[config.mk]
export PLATFORM = sky130hd
export DESIGN_NAME = toggle_event_receiver
export DESIGN_NICKNAME = d
export VERILOG_FILES = /design/src/rtl/toggle_event_receiver.sv
export SDC_FILE = /design/constraint.sdc
export NUM_CORES = 1
export LEC_CHECK = 0
export CORE_ASPECT_RATIO = 0.6
export CORE_MARGIN = 4
export CORE_UTILIZATION = 30
export CTS_CLUSTER_DIAMETER = 200
export DETAILED_ROUTE_END_ITERATION = 10
export SYNTH_ARGS = -nofsm -noshare
export SYNTH_HDL_FRONTEND = slang
export SYNTH_SLANG_ARGS = --single-unit
[constraint.sdc]
create_clock -name clk -period 2.9 [get_ports clk]
set_clock_uncertainty 0.2 [all_clocks]
set_input_delay 0.725 -clock clk [delete_from_list [all_inputs] [get_ports clk]]
set_output_delay 0.725 -clock clk [all_outputs]
set_load 0.05 [all_outputs]
[src/rtl/toggle_event_receiver.sv]
// ---------------------------------------------------------------------------
// toggle_event_receiver
//
// Receiving end of a toggle-encoded event link. The remote sender flips its
// output once per event (reset value 0). This block synchronizes that level
// into the clk domain and deglitches it. Every accepted level change becomes
// a one-cycle event pulse. Events are held as a pending count, drained through
// a valid/ready handshake, and tallied in a wrapping running counter.
//
// Ports:
//   clk        in   single clock, rising edge
//   reset      in   asynchronous active-high reset, clears all state
//   t_in       in   toggle-encoded level from the sender (asynchronous)
//   en         in   detection enable; changes seen while low are discarded
//   evt_pulse  out  one-cycle pulse per detected, enabled toggle
//   evt_valid  out  high while pending != 0
//   evt_ready  in   consumer accepts one event when evt_valid & evt_ready
//   pending    out  [PEND_W] events detected but not yet accepted
//   evt_count  out  [CNT_W] total detected, enabled toggles (wraps)
//   overflow   out  sticky flag: an event was lost because pending was full
//   clr_ovf    in   synchronous clear of overflow (a same-cycle set wins)
//   level_q    out  filtered, accepted level of t_in
//
// Handshake: evt_valid is a combinational decode of the pending register.
// One event is consumed on every rising edge where evt_valid and evt_ready
// are both high. evt_ready has no effect while evt_valid is low. valid never
// depends on ready, so the consumer may tie ready high or derive it from
// valid.
//
// Parameters: SYNC_STAGES 2..4, FILTER_CYCLES 1..15, CNT_W, PEND_W.
// ---------------------------------------------------------------------------
module toggle_event_receiver #(
   parameter int SYNC_STAGES   = 2,
   parameter int FILTER_CYCLES = 2,
   parameter int CNT_W         = 8,
   parameter int PEND_W        = 4
) (
   input  logic              clk,
   input  logic              reset,
   input  logic              t_in,
   input  logic              en,
   output logic              evt_pulse,
   output logic              evt_valid,
   input  logic              evt_ready,
   output logic [PEND_W-1:0] pending,
   output logic [CNT_W-1:0]  evt_count,
   output logic              overflow,
   input  logic              clr_ovf,
   output logic              level_q
);

   // The filter counter only needs to reach FILTER_CYCLES-1 (at most 14).
   localparam logic [3:0]        FILT_LAST = 4'(FILTER_CYCLES - 1);
   localparam logic [3:0]        FILT_ONE  = 4'd1;
   localparam logic [PEND_W-1:0] PEND_FULL = '1;
   localparam logic [PEND_W-1:0] PEND_ONE  = PEND_W'(1);
   localparam logic [CNT_W-1:0]  CNT_ONE   = CNT_W'(1);

   logic [SYNC_STAGES-1:0] sync_q;
   logic                   s;
   logic [3:0]             filt_cnt;
   logic                   flip;
   logic                   inc;
   logic                   dec;
   logic                   full;
   logic                   ovf_set;

   // ------------------------------------------------------------------
   // Synchronizer. The chain resets to 0, which matches the sender's reset
   // level, so a 1 seen after reset is a genuine toggle.
   // ------------------------------------------------------------------
   always_ff @(posedge clk or posedge reset) begin
      if (reset) begin
         sync_q <= '0;
      end else begin
         sync_q <= {sync_q[SYNC_STAGES-2:0], t_in};
      end
   end

   assign s = sync_q[SYNC_STAGES-1];

   // ------------------------------------------------------------------
   // Deglitch filter. filt_cnt counts consecutive samples in which s has
   // differed from the accepted level. The level flips on the edge where
   // that run would reach FILTER_CYCLES. Any sample that agrees with the
   // accepted level restarts the run, so short excursions leave no trace.
   // ------------------------------------------------------------------
   assign flip = (s != level_q) && (filt_cnt == FILT_LAST);

   always_ff @(posedge clk or posedge reset) begin
      if (reset) begin
         level_q  <= 1'b0;
         filt_cnt <= '0;
      end else if (s == level_q) begin
         filt_cnt <= '0;
      end else if (flip) begin
         level_q  <= s;
         filt_cnt <= '0;
      end else begin
         filt_cnt <= filt_cnt + FILT_ONE;
      end
   end

   // ------------------------------------------------------------------
   // Event bookkeeping. Every flip of the accepted level is an event, in
   // either direction. While en is low, the level still tracks t_in, but
   // the event is dropped for good.
   // ------------------------------------------------------------------
   assign evt_valid = (pending != '0);
   assign inc       = flip & en;
   assign dec       = evt_valid & evt_ready;
   assign full      = (pending == PEND_FULL);
   // When an event is accepted in the same cycle, that frees the slot.
   // A full queue therefore only loses an event when nothing drains.
   assign ovf_set   = inc & ~dec & full;

   always_ff @(posedge clk or posedge reset) begin
      if (reset) begin
         pending <= '0;
      end else begin
         case ({inc, dec})
            2'b10:   if (!full) pending <= pending + PEND_ONE;
            2'b01:   pending <= pending - PEND_ONE;
            default: pending <= pending;
         endcase
      end
   end

   // The pulse and the running count fire even for an event that the
   // pending queue had to drop.
   always_ff @(posedge clk or posedge reset) begin
      if (reset) begin
         evt_pulse <= 1'b0;
         evt_count <= '0;
      end else begin
         evt_pulse <= inc;
         if (inc) begin
            evt_count <= evt_count + CNT_ONE;
         end
      end
   end

   always_ff @(posedge clk or posedge reset) begin
      if (reset) begin
         overflow <= 1'b0;
      end else if (ovf_set) begin
         overflow <= 1'b1;
      end else if (clr_ovf) begin
         overflow <= 1'b0;
      end
   end

endmodule

==> summary.md <==
| Metric | Value |
|---|---|
| Slowest cell on the critical path | clkdlybuf4s50_1 |
| R2R Setup Slk | 450 ps |
| Hold_sp | sync_q[0] |
| Int Power | 0.768 mW |
| Run status | complete, no violations |
| Routed via count | 682 |
| Die Wd | 83.3 um |
| Hold Vio Cnt, Final | 0 |
| Via/cell ratio | 4.43 |
| Critical path origin | en |
| R2r worst-path depth | 9 |
| Wire per inst | 12.6 um |
| Nature of the critical path endpoint | flip-flop |
| Syn nets | 95 |
| Area of the die | 4430 um^2 |
| Slew @ Worst Pin | 828 ps |
| Min Clock Period, post-route | 2640 ps |
| ANT cells | 0 |
| Die Span Y | 53.2 um |
| DP HPWL | 1440 um |
| Min-delay worst type | flip-flop to flip-flop |
| Final Setup Violations | 0 |
| Port Buffer Count | 21 |
| Routability cong. | 0.772 |
| Hold slack | 157 ps |
| Clock Tree Root | clkbuf_8 |
| Sequential power share | 34.8% |
| Arr. time, crit path | 2630 ps |
| Sequential fraction of the synthesis area | 51.5% |
| Switch Pwr | 0.660 mW |
| Clock power share | 13.4% |
| Row count | 16 |
| Static leakage | 0.591 nW |
| Critical Path Source Type | primary input |
| Tot Pwr | 1.43 mW |
| Num ports | 22 |
| CP most frequent cell | a21o_2 |
| Fin nets | 122 |
| Synth warn | 0 |
| Slew Limit Fails | 0 |
| Fin crit share | 91.1% |
| Worst r2r dst | pending[3] |
| First-pass GRT wire length | 3450 um |
| Sw Share | 46.2% |
| Initial core utilization | 31.2% |
| Power per Cell Area | 1070 nW/um^2 |
| Pre-antenna DRT Iters | 3 |
| Aggregate routed wire length | 1940 um |
| CP Cell Sequence | clkdlybuf4s50_1 > and4bb_1 > a21o_2 > inv_1 > ha_1 > a21o_2 > a21oi_1 > mux2i_1 > xor2_1 |
| Vias in the first global route | 726 |
| F_max | 378 MHz |
| Core ar. | 3260 um^2 |
| Total global routing overflow | 0 |
| Setup bufs post-CTS | 0 |
| CP endpoint | pending[3] |
| Clock net sink count | 21 |
| Synthesized cell area | 1020 um^2 |
| ANT nets after route | 0 |
| Share of layout cells above drive strength 1 | 10.1% |
| RSZ-0062 raised after global routing | no |
| GRT Overall Usage | 10.2% |
| Flops & latches, synth | 21 |
| # fillers | 304 |
| CTS tree | yes |
| Clk slew on worst S/H paths | 80 ps |
| R2r startpoint | filt_cnt[0] |
| Worst Path Required | 2880 ps |
| Logic pwr share | 51.9% |
| Area growth, synth to finish | 31.3% |
| Synth cell types | 27 |
| DRC viols | 0 |
| CP max stage delay | 440 ps |
| CP max FO | 3 |
| Antenna violations before repair | 0 |
| DR iter-0 viols | 30 |
| H-tree levels | 1 |
| Largest net degree at the start of global routing | 22 |
| Post-Syn Instances | 83 |
| Max_cap viols | 0 |
| Worst skew pair latency | 260 ps |
| Cts bufs inserted | 3 |
| WS Path Type | primary input to flip-flop |
| Clk buf depth | 2 |
| Max-slew headroom | 44.7% |
| Synthesized area per cell | 12.3 um^2 |
| Post-layout util | 41.0% |
| VDD IR max | 0.000675 V |
per-layer routing:
layer | track usage, % | vias up | routed length [um]
met5 | 0 | - | 0
met4 | 1.63 | 0 | 0
met3 | 4.98 | 0 | 134
met2 | 15.6 | 18 | 811
met1 | 13.2 | 326 | 991
li1 | - | 338 | -
cell families after synthesis:
group | count (synthesis) | synth area share, %
compound gates | 7 | 6.50
xor+xnor | 13 | 11.2
fa+ha+maj | 6 | 8.10
buf+inv | 7 | 2.94
flops | 21 | 51.5
mux | 5 | 5.64
simple gates | 24 | 14.1
power by group through the flow:
stage / Clock, mW / Sequential, mW / Combinational, mW
after global routing: 0.214 / 0.518 / 0.806
after CTS: 0.204 / 0.499 / 0.749
final: 0.191 / 0.496 / 0.740
after global placement: 0 / 0.500 / 0.732
after detailed placement: 0 / 0.503 / 0.749
after floorplan: 0 / 0.712 / 0.298
synth_stat cells, drive strengths merged:
master | n | area [um^2]
and3 | 1 | 6.26
nand2b | 2 | 12.5
mux2i | 2 | 20.0
fa | 1 | 20.0
nand2 | 3 | 13.8
or4 | 1 | 7.51
inv | 6 | 22.5
a21o | 2 | 17.5
buf | 1 | 7.51
ha | 5 | 62.6
nand3b | 1 | 7.51
o41ai | 1 | 27.5
nand3 | 2 | 10.0
nand4 | 6 | 37.5
xor2 | 4 | 35.0
o21ai | 1 | 5.00
and4bb | 1 | 12.5
a21oi | 2 | 10.0
o22ai | 1 | 6.26
and2 | 2 | 12.5
xnor2 | 9 | 78.8
and4 | 1 | 8.76
mux2 | 3 | 37.5
dfrtp | 21 | 526
nor2 | 4 | 15.0
worst min-delay path by stage:
stage                     end  slack (ps)  cells past startpoint
global route        sync_q[1]         160                      0
floorplan           sync_q[1]         130                      0
finish              sync_q[1]         160                      0
global placement    sync_q[1]         130                      0
CTS                 sync_q[1]         160                      0
detailed placement  sync_q[1]         140                      0
state kept, by name (all words and copies together), names as in the netlist:
signal,count
overflow,1
level_q,1
pending,4
evt_pulse,1
sync_q,2
evt_count,8
filt_cnt,4
cells in the final DEF (no fill, tap or decap), types with 3 or more instances in the layout:
master	netlist	final
clkbuf_8	0	3
clkdlybuf4s50_1	0	20
inv_1	6	6
ha_1	5	5
nand4_1	6	6
xor2_1	4	4
dfrtp_1	21	21
xnor2_1	9	9
nor2_1	4	4
metrics by stage:
step / worst slack, ps / cell area [um^2] / instances / setup TNS, ps
floorplan: 368 / 1020 / 83 / 0
global placement: 57.6 / 1290 / 150 / 0
detailed placement: -14.2 / 1290 / 150 / -14.2
CTS: 260 / 1340 / 154 / 0
global route: 127 / 1340 / 154 / 0
finish: 257 / 1340 / 154 / 0
critical path: cells and delay by family:
kind	cells	cell delay [ps]
simple gates	1	230
xor+xnor	1	150
mux	1	230
buf+inv	2	500
fa+ha+maj	1	270
compound gates	3	530
timing repair:
item / CTS / global route
resized for setup: 1 / 0
hold buffers: 0 / 0
setup endpoints to repair: 1 / 0
final cells by class:
type,count,area [um^2],share of cell area (%)
sequential,21,526,39.3
clock inverter,1,5.00,0.374
tap,45,56.3,4.21
clock buffer,3,41.3,3.08
timing repair buffer,23,224,16.7
inverter,6,22.5,1.68
multi-input combinational,55,464,34.7
No activity file was read; power rests on OpenSTA's default activity.
